$ cat config.mk
export PLATFORM = sky130hd
export DESIGN_NAME = core_sram_req_port
export DESIGN_NICKNAME = d
export VERILOG_FILES = /design/src/rtl/core_sram_pkg.sv /design/src/rtl/core_sram_resp_fifo.sv /design/src/rtl/core_sram_req_port.sv
export SDC_FILE = /design/constraint.sdc
export NUM_CORES = 1
export LEC_CHECK = 0
export ABC_CLOCK_PERIOD_IN_PS = 4300
export BUFFER_PORTS_ARGS = -buffer_cell sky130_fd_sc_hd__clkbuf_2
export CAP_MARGIN = 20
export CELL_PAD_IN_SITES_DETAIL_PLACEMENT = 0
export CELL_PAD_IN_SITES_GLOBAL_PLACEMENT = 1
export CORE_ASPECT_RATIO = 0.75
export CORE_UTILIZATION = 40
export CTS_CLUSTER_SIZE = 14
export DETAILED_ROUTE_END_ITERATION = 7
export GPL_ROUTABILITY_DRIVEN = 0
export PLACE_DENSITY_LB_ADDON = 0.2
export SLEW_MARGIN = 20
export SYNTH_ARGS = -nofsm -noshare
export SYNTH_HDL_FRONTEND = slang
export SYNTH_HIERARCHICAL = 1
export SYNTH_SLANG_ARGS = --single-unit
$ cat constraint.sdc
create_clock -name clk -period 4.3 [get_ports clk]
set_input_delay 0 -clock clk [delete_from_list [all_inputs] [get_ports clk]]
set_output_delay 0 -clock clk [all_outputs]
set_load 0.01 [all_outputs]
$ cat src/rtl/core_sram_pkg.sv
// Shared types and byte-lane helpers for the core-side SRAM request port.
package core_sram_pkg;

  typedef enum logic [1:0] {
    SZ_BYTE = 2'd0,
    SZ_HALF = 2'd1,
    SZ_WORD = 2'd2
  } size_e;

  typedef struct packed {
    logic [31:0] rdata;
    logic        err;
  } resp_t;

  // Misaligned half/word accesses and the reserved size code are errors.
  function automatic logic lane_err(input logic [1:0] size, input logic [1:0] off);
    logic e;
    case (size)
      SZ_BYTE: e = 1'b0;
      SZ_HALF: e = off[0];
      SZ_WORD: e = (off != 2'b00);
      default: e = 1'b1;
    endcase
    return e;
  endfunction

  function automatic logic [3:0] lane_be(input logic [1:0] size, input logic [1:0] off);
    logic [3:0] be;
    case (size)
      SZ_BYTE: be = 4'b0001 << off;
      SZ_HALF: be = 4'b0011 << off;
      SZ_WORD: be = 4'b1111;
      default: be = 4'b0000;
    endcase
    return be;
  endfunction

  function automatic logic [31:0] lane_replicate(input logic [1:0] size, input logic [31:0] wdata);
    logic [31:0] d;
    case (size)
      SZ_BYTE: d = {4{wdata[7:0]}};
      SZ_HALF: d = {2{wdata[15:0]}};
      default: d = wdata;
    endcase
    return d;
  endfunction

  function automatic logic [31:0] lane_extract(input logic [1:0] size, input logic [1:0] off,
                                               input logic uns, input logic [31:0] q);
    logic [31:0] sh;
    logic [15:0] h;
    logic [31:0] r;
    sh = q >> {off, 3'b000};
    h  = off[1] ? q[31:16] : q[15:0];
    case (size)
      SZ_BYTE: r = uns ? {24'h000000, sh[7:0]} : {{24{sh[7]}}, sh[7:0]};
      SZ_HALF: r = uns ? {16'h0000, h} : {{16{h[15]}}, h};
      default: r = q;
    endcase
    return r;
  endfunction

endpackage

$ cat src/rtl/core_sram_resp_fifo.sv
// In-order response buffer; push is ignored when full and pop when empty.
module core_sram_resp_fifo
  import core_sram_pkg::*;
#(
  parameter int DEPTH = 3
) (
  input  logic                       clk,
  input  logic                       rst_n,
  input  logic                       push,
  input  resp_t                      push_data,
  input  logic                       pop,
  output resp_t                      pop_data,
  output logic [$clog2(DEPTH+1)-1:0] count
);

  localparam int PW = (DEPTH > 1) ? $clog2(DEPTH) : 1;
  localparam int CW = $clog2(DEPTH + 1);
  localparam logic [PW-1:0] LAST_C  = PW'(DEPTH - 1);
  localparam logic [PW-1:0] PONE_C  = PW'(1);
  localparam logic [CW-1:0] CONE_C  = CW'(1);
  localparam logic [CW-1:0] FULL_C  = CW'(DEPTH);

  resp_t           mem_r [DEPTH];
  logic [PW-1:0]   wr_ptr_r;
  logic [PW-1:0]   rd_ptr_r;
  logic [CW-1:0]   count_r;
  logic            do_push_s;
  logic            do_pop_s;

  assign do_push_s = push & (count_r != FULL_C);
  assign do_pop_s  = pop & (count_r != {CW{1'b0}});
  assign pop_data  = mem_r[rd_ptr_r];
  assign count     = count_r;

  // Storage array, written at the tail pointer.
  always_ff @(posedge clk) begin
    if (do_push_s) begin
      mem_r[wr_ptr_r] <= push_data;
    end
  end

  // Pointer and occupancy bookkeeping; DEPTH need not be a power of two.
  always_ff @(posedge clk or negedge rst_n) begin
    if (!rst_n) begin
      wr_ptr_r <= {PW{1'b0}};
      rd_ptr_r <= {PW{1'b0}};
      count_r  <= {CW{1'b0}};
    end else begin
      if (do_push_s) begin
        wr_ptr_r <= (wr_ptr_r == LAST_C) ? {PW{1'b0}} : wr_ptr_r + PONE_C;
      end
      if (do_pop_s) begin
        rd_ptr_r <= (rd_ptr_r == LAST_C) ? {PW{1'b0}} : rd_ptr_r + PONE_C;
      end
      case ({do_push_s, do_pop_s})
        2'b10:   count_r <= count_r + CONE_C;
        2'b01:   count_r <= count_r - CONE_C;
        default: count_r <= count_r;
      endcase
    end
  end

endmodule

$ cat src/rtl/core_sram_req_port.sv
// LSU-facing request port for one SRAM port: lane decode on accept, 1-cycle read capture,
// credit-limited in-order response FIFO.
module core_sram_req_port
  import core_sram_pkg::*;
#(
  parameter int ADDRWIDTH  = 14,
  parameter int DATAWIDTH  = 32,
  parameter int RESP_DEPTH = 3
) (
  input  logic                 clk,
  input  logic                 rst_n,
  input  logic                 req_valid_i,
  output logic                 req_ready_o,
  input  logic                 req_we_i,
  input  logic [ADDRWIDTH+1:0] req_addr_i,
  input  logic [1:0]           req_size_i,
  input  logic                 req_unsigned_i,
  input  logic [DATAWIDTH-1:0] req_wdata_i,
  output logic                 resp_valid_o,
  input  logic                 resp_ready_i,
  output logic [DATAWIDTH-1:0] resp_rdata_o,
  output logic                 resp_err_o,
  output logic [ADDRWIDTH-1:0] sram_addr_o,
  output logic                 sram_we_o,
  output logic [3:0]           sram_be_o,
  output logic [DATAWIDTH-1:0] sram_d_o,
  input  logic [DATAWIDTH-1:0] sram_q_i
);

  localparam int CW = $clog2(RESP_DEPTH + 1);
  localparam logic [CW-1:0] DEPTH_C = CW'(RESP_DEPTH);
  localparam logic [CW-1:0] ONE_C   = CW'(1);

  logic          req_ready_r;
  logic [CW-1:0] outst_r;
  logic [CW-1:0] outst_next_s;
  logic          accept_s;
  logic          err_s;
  logic          pop_s;
  logic [1:0]    off_s;

  logic          cap_valid_r;
  logic          cap_we_r;
  logic          cap_err_r;
  logic [1:0]    cap_size_r;
  logic          cap_unsigned_r;
  logic [1:0]    cap_off_r;

  resp_t         push_data_s;
  resp_t         pop_data_s;
  logic [CW-1:0] fifo_count_s;

  assign off_s       = req_addr_i[1:0];
  assign accept_s    = req_valid_i & req_ready_r;
  assign err_s       = lane_err(req_size_i, off_s);
  assign req_ready_o = req_ready_r;

  assign sram_addr_o = req_addr_i[ADDRWIDTH+1:2];
  assign sram_we_o   = accept_s & req_we_i & ~err_s;
  assign sram_be_o   = sram_we_o ? lane_be(req_size_i, off_s) : 4'h0;
  assign sram_d_o    = lane_replicate(req_size_i, req_wdata_i);

  assign resp_valid_o = (fifo_count_s != {CW{1'b0}});
  assign pop_s        = resp_valid_o & resp_ready_i;
  assign resp_rdata_o = resp_valid_o ? pop_data_s.rdata : 32'h0000_0000;
  assign resp_err_o   = resp_valid_o & pop_data_s.err;

  // Outstanding credits: capture stage plus FIFO entries never exceed RESP_DEPTH.
  always_comb begin
    outst_next_s = outst_r;
    case ({accept_s, pop_s})
      2'b10:   outst_next_s = outst_r + ONE_C;
      2'b01:   outst_next_s = outst_r - ONE_C;
      default: outst_next_s = outst_r;
    endcase
  end

  // Credit counter and registered ready.
  always_ff @(posedge clk or negedge rst_n) begin
    if (!rst_n) begin
      outst_r     <= {CW{1'b0}};
      req_ready_r <= 1'b0;
    end else begin
      outst_r     <= outst_next_s;
      req_ready_r <= (outst_next_s < DEPTH_C);
    end
  end

  // Capture the attributes needed to shape the response when read data returns.
  always_ff @(posedge clk or negedge rst_n) begin
    if (!rst_n) begin
      cap_valid_r    <= 1'b0;
      cap_we_r       <= 1'b0;
      cap_err_r      <= 1'b0;
      cap_size_r     <= 2'd0;
      cap_unsigned_r <= 1'b0;
      cap_off_r      <= 2'd0;
    end else begin
      cap_valid_r <= accept_s;
      if (accept_s) begin
        cap_we_r       <= req_we_i;
        cap_err_r      <= err_s;
        cap_size_r     <= req_size_i;
        cap_unsigned_r <= req_unsigned_i;
        cap_off_r      <= off_s;
      end
    end
  end

  // Response shaping: stores and errors carry zero data.
  always_comb begin
    push_data_s = {32'h0000_0000, 1'b0};
    if (cap_err_r) begin
      push_data_s.err = 1'b1;
    end else if (cap_we_r) begin
      push_data_s.rdata = 32'h0000_0000;
    end else begin
      push_data_s.rdata = lane_extract(cap_size_r, cap_off_r, cap_unsigned_r, sram_q_i);
    end
  end

  core_sram_resp_fifo #(
    .DEPTH (RESP_DEPTH)
  ) u_resp_fifo (
    .clk       (clk),
    .rst_n     (rst_n),
    .push      (cap_valid_r),
    .push_data (push_data_s),
    .pop       (pop_s),
    .pop_data  (pop_data_s),
    .count     (fifo_count_s)
  );

endmodule

Word level (Yosys, flattened, before mapping). Memories as Yosys holds them, arrays and structs flattened. Cells that the tools add are included. W data, S select, Z words.

Add/subtract/negate cells: 6. $lt $le $gt $ge: 1. Eq/ne operators: 10. Shift operators: 3. Muxes and demuxes: 18. Bitwise logic cells: 8. Reduce and logical (&&, ||, !) cells: 5.

Operator list (number): $mux W32 (5); $pmux W32 S2 (2); $shr A32 B5 Y8 (1); $mux W16 (1); $pmux W4 S3 (1); $eq A2 B2 Y1 const B (5); $add A2 B1 Y2 const B (4); $eq A2 B1 Y1 const B (4); $pmux W2 S2 (2); $and A1 B1 Y1 (7); $reduce_bool A2 Y1 (3); $logic_not A2 Y1 (2); $mux W2 (2); $mux W4 (1); $shl A1 B2 Y4 const A (1); $shl A2 B2 Y4 const A (1); $sub A2 B1 Y2 const B (2); $mux W1 (3); $pmux W1 S3 (1); $lt A2 B2 Y1 const B (1); $ne A2 B2 Y1 const B (1); $not A1 Y1 (1).

Register bits after elaboration: 17. RAM bits: 99. Word-level logic and storage cells: 63. Memories kept: 1.

Memory list: u_resp_fifo.mem_r (words 3, bits a word 33, rd ports 1, clocked after Yosys merged registers in 0, write ports 1, RTL line core_sram_resp_fifo.sv:23) `resp_t mem_r [DEPTH];`.

Longest topological paths before layout.
Word-level depth: 5. Mapped depth: 9. Gate-level depth less buffers: 8.

Cells and area by module. The synthesis kept the hierarchy.

Modules (own cells, without submodules): core_sram_resp_fifo (instances 1, cells each 233, area an instance 3975.1 um^2, seq. area each 3123.0 um^2); core_sram_req_port (instances 1, cells each 273, area an instance 1938.1 um^2, seq. area each 275.3 um^2).

Least setup slack after synthesis. No wires, ideal clock.

Path type: register to register. From: reg u_resp_fifo.count_r[0], in the netlist u_resp_fifo/count[0]. To: mem u_resp_fifo/mem_r[2][0] (netlist name) (enable). Data arrival time: 3.149 ns. Slack: 0.680 ns. Stages on the path, launching flop included: 3. Clock period less this slack: 3.620 ns. Cells stage by stage: dfrtp_1 -> a21bo_4 -> nor3b_1.

Cells in the longest elaborated chain, start to end: 4.

RTL lines: start, declared (RTL line core_sram_resp_fifo.sv:26) `logic [CW-1:0] count_r;`; start signal, assigned (RTL line core_sram_resp_fifo.sv:47) `count_r <= {CW{1'b0}};`; start signal, assigned (RTL line core_sram_resp_fifo.sv:56) `2'b10: count_r <= count_r + CONE_C;`; start signal, assigned (RTL line core_sram_resp_fifo.sv:57) `2'b01: count_r <= count_r - CONE_C;`; $ne A2 B2 Y1 (RTL line core_sram_resp_fifo.sv:30) `assign do_push_s = push & (count_r != FULL_C);`; $and A1 B1 Y1 (RTL line core_sram_resp_fifo.sv:30); $mux W1 (RTL line core_sram_resp_fifo.sv:37) `if (do_push_s) begin`; $mux W1 (not written as such) (RTL line core_sram_resp_fifo.sv:38) `mem_r[wr_ptr_r] <= push_data;`; end, declared (RTL line core_sram_resp_fifo.sv:23).

No other way between the ends.

==> key figures <==
Timing
  • Hold WS: about 0.000011 ns
  • RSZ-0062 raised after global routing: no
  • Slew HR: between 50% and 60%
  • Final Skew: approximately 0.009 ns
  • Final period util: between 50 and 60%
  • Final hold vios: 0
  • Final Critical Period: 2.485 ns
  • Setup-failing EPs final: 0
  • Setup ws final: about 1.8 ns
  • Fin Setup TNS: 0 ns
  • Final Max Slew Viols: 0
  • Fmax: 0.4024 GHz
  • Worst-Margin Slew: between 0.7 and 0.8 ns

Layout
  • Fin nets: 732
  • Register Area: ~3400 µm²
  • Area growth syn-to-layout: 24.04%
  • Fin util: around 50%
  • FILL cells: 1,320
  • Final std cells w/o fill: 855
  • Antenna cell count: 0
  • Multi-input logic area: approximately 2200 µm²
  • Ratio of cells with drive above 1 in the final layout: between 30% and 40%
  • Commonest cells after routing, fill and taps aside: 145 x clkbuf_2, 99 x edfxtp_1, 91 x nand2_1, 54 x o21ai_0, 41 x mux2i_1
  • Commonest non-fill, non-tap cell in the layout: clkbuf_2

Critical path
  • R2R Setup Slk: 1.81 ns
  • Arr. time, crit path: 2.59 ns
  • Slowest-stage cell, CP: dfrtp_1
  • Crit path launch: cap_off_r[1]$_DFFE_PN0P_
  • Crit-path leading delay family: flip-flops
  • Crit Path Max Fanout: 19
  • Critical Path RT: 4.41 ns
  • Startpoint types: flip-flop
  • Crit end category: flip-flop
  • CP Buf/Inv Count: 0
  • Crit-path cells: mux2_1 -> a22oi_2 -> a2111o_1 -> nand2_1
  • Kind of critical path: reg2reg
  • Slowest stage delay, CP: roughly 0.80 ns
  • Reg2Reg Launch Point: cap_off_r[1]$_DFFE_PN0P_

Drt
  • Metal-1 WL: 6145 µm
  • Met3 Wirelength: between 600 and 700 µm
  • DR vias/cell: a little under 5
  • Top sig layer: met4
  • Routed Antenna Nets: 0
  • DR vias: between 4,000 and 5,000
  • Final wirelength: approximately 14,000 µm
  • Drt first pass iters: 4
  • First DRT Iteration DRCs: about 310
  • WL met2: approximately 6800 µm
  • WL/cell: 16.15 µm
  • # DRC: 0

Synth
  • XOR/XNOR Fraction of Synth Area: between 1 and 1.5%
  • Flop and latch count out of synthesis: approximately 120
  • Syn Area/Cell: roughly 12 µm²
  • Post-synthesis mux area share: between 10 and 15%
  • Synthesized area: between 5000 and 6000 µm²
  • Synth Net Count: roughly 600
  • Main combinational cell family by area after synthesis: multiplexers
  • Cells after synthesis: between 500 and 600
  • Register area share after synthesis: ~57%
  • Simple-gate portion of the synthesized area: a little under an eighth
  • Ys Warns: 6
  • Synthesized-area fraction occupied by ao, oa, aoi and oai cells: 9.226%
  • Yosys cell types: 35
  • Post-synthesis adder-cell area fraction: 0.4232%

Clocking
  • Worst-Skew Late Latency: 0.41 ns
  • CTS tree: yes
  • Root buffer cell: clkbuf_16
  • H-tree levels: 4
  • CTS Buf Count: 17
  • Post-CTS resize count: 0
  • CTS Sinks: 116
  • Max Root-Sink Buffers: 2
  • Clk slew on worst S/H paths: 0.05 ns

Pwr
  • Worst vdd ir: ~0.3 mV
  • Pleak: 3.023 nW
  • PwrDens: 633.5 nW/µm²

Floorplan
  • Core Rows: 38
  • Die area: between 15,000 and 20,000 µm²
  • DIE WIDTH: 142.4 µm
  • Starting Density: 40.91%
  • Boundary pin count: approximately 170
  • Die Y: 107.3 µm
  • Core area: about 14,000 µm²

Global route
  • Number of global-route vias before repair: 3,972
  • Largest net degree at the start of global routing: 70
  • First-pass GRT wire length: between 20,000 and 25,000 µm
  • Overflow after GRT: 0
  • Antenna violations before repair: 0
  • Global-route total usage across every layer: between 10% and 20%

Worst hold path
  • Hold_sp: req_addr_i[6]
  • Worst min path class: in2out

Run status
  • Status: finished clean

Job
  • Max_cap viols: 0

Place
  • Placed insts: ~800
  • Pre-CTS WS: 1.770 ns
  • I/O Buffers: 145
  • Final HPWL DP: between 9000 and 10,000 µm
## power breakdown
group	internal (W)	total (W)	switching [W]	leakage, nW
combinational	0.000674	0.00151	0.000838	1.64
sequential	0.00157	0.00186	0.000292	1.13
clock	0.000801	0.00127	0.000468	0.256
## worst register-to-register path, stage by stage (launching register included)
cell	delay (ns)
dfrtp_1	0.80
mux2_1	0.42
a22oi_2	0.20
a2111o_1	0.55
nand2_1	0.21
## logic make-up (layout without fill, tap and decap cells)
group                    after synthesis  in the layout
AO/OA/AOI/OAI                         97             97
adder cells (fa/ha/maj)                2              2
AND/OR/NAND/NOR                      149            149
XOR/XNOR                               7              7
buffers and inverters                 58            207
flip-flops                           116            116
multiplexers                          77             77
## flip-flops by register name, summed over array words and instances (netlist names), 2 cells and up
register,count
u_resp_fifo/mem_r,99
outst_r,2
u_resp_fifo/wr_ptr_r,2
u_resp_fifo/count,2
cap_off_r,2
cap_size_r,2
u_resp_fifo/rd_ptr_r,2
## repair_timing
| item | CTS | global route |
|---|---|---|
| hold buffers | 19 | 0 |
| hold endpoints to repair | 63 | 0 |
| setup buffers | 0 | 0 |
## through the flow
step	power, W	area (µm²)
2_1_floorplan	0.002897	5913
3_3_place_gp	0.003372	6600
3_5_place_dp	0.003411	6600
4_1_cts	0.004702	7330
5_1_grt	0.004950	7335
6_report	0.004646	7335
## final timing paths
| kind | to | depth (start not counted) |
|---|---|---|
| min | sram_addr_o[4] | 0 |
| min in group asynchronous | req_ready_o$_DFF_PN0_ | 2 |
| max in group asynchronous | u_resp_fifo/rd_ptr_r[1]$_DFFE_PN0P_ | 2 |
| max | u_resp_fifo/mem_r[1][28]$_DFFE_PP_ | 4 |
| max reg2reg | u_resp_fifo/mem_r[1][28]$_DFFE_PP_ | 4 |
| min reg2reg | outst_r[1]$_DFF_PN0_ | 1 |
## cell type report
| type | count | area share, % |
|---|---|---|
| inverter | 6 | 0.3071 |
| multi-input combinational | 332 | 29.50 |
| sequential | 116 | 46.43 |
| clock inverter | 10 | 1.160 |
| timing repair buffer | 169 | 13.00 |
| clock buffer | 22 | 6.192 |
| tap | 200 | 3.412 |
## synth_stat cells (all sizes together)
library cell	instances	share of area [%]
nor3b	3	0.76
clkbuf	17	1.1
a21bo	1	0.28
o22ai	1	0.11
xor2	3	0.44
a2111o	1	0.19
nor2	10	0.63
a21oi	24	2.0
a31oi	2	0.21
dfrtp	17	7.2
a2111oi	1	0.15
nand2	91	5.8
nand2b	1	0.11
o21ai	55	4.7
xnor2	4	0.59
or2	2	0.21
nor3	6	0.59
a21o	3	0.38
nand3	1	0.085
ha	2	0.42
a22oi	9	1.2
inv	6	0.38
buf	35	4.7
mux2	36	6.9
nor2b	35	3.7
mux2i	41	6.9
edfxtp	99	50
## metal layers
metal / global-route usage (%) / vias up
met2: 31.55 / 112
met3: 4.359 / 23
met4: 7.373 / 0
met1: 25.09 / 1978
li1: - / 2065
met5: 0 / -
(Power assumes the default switching activity.)
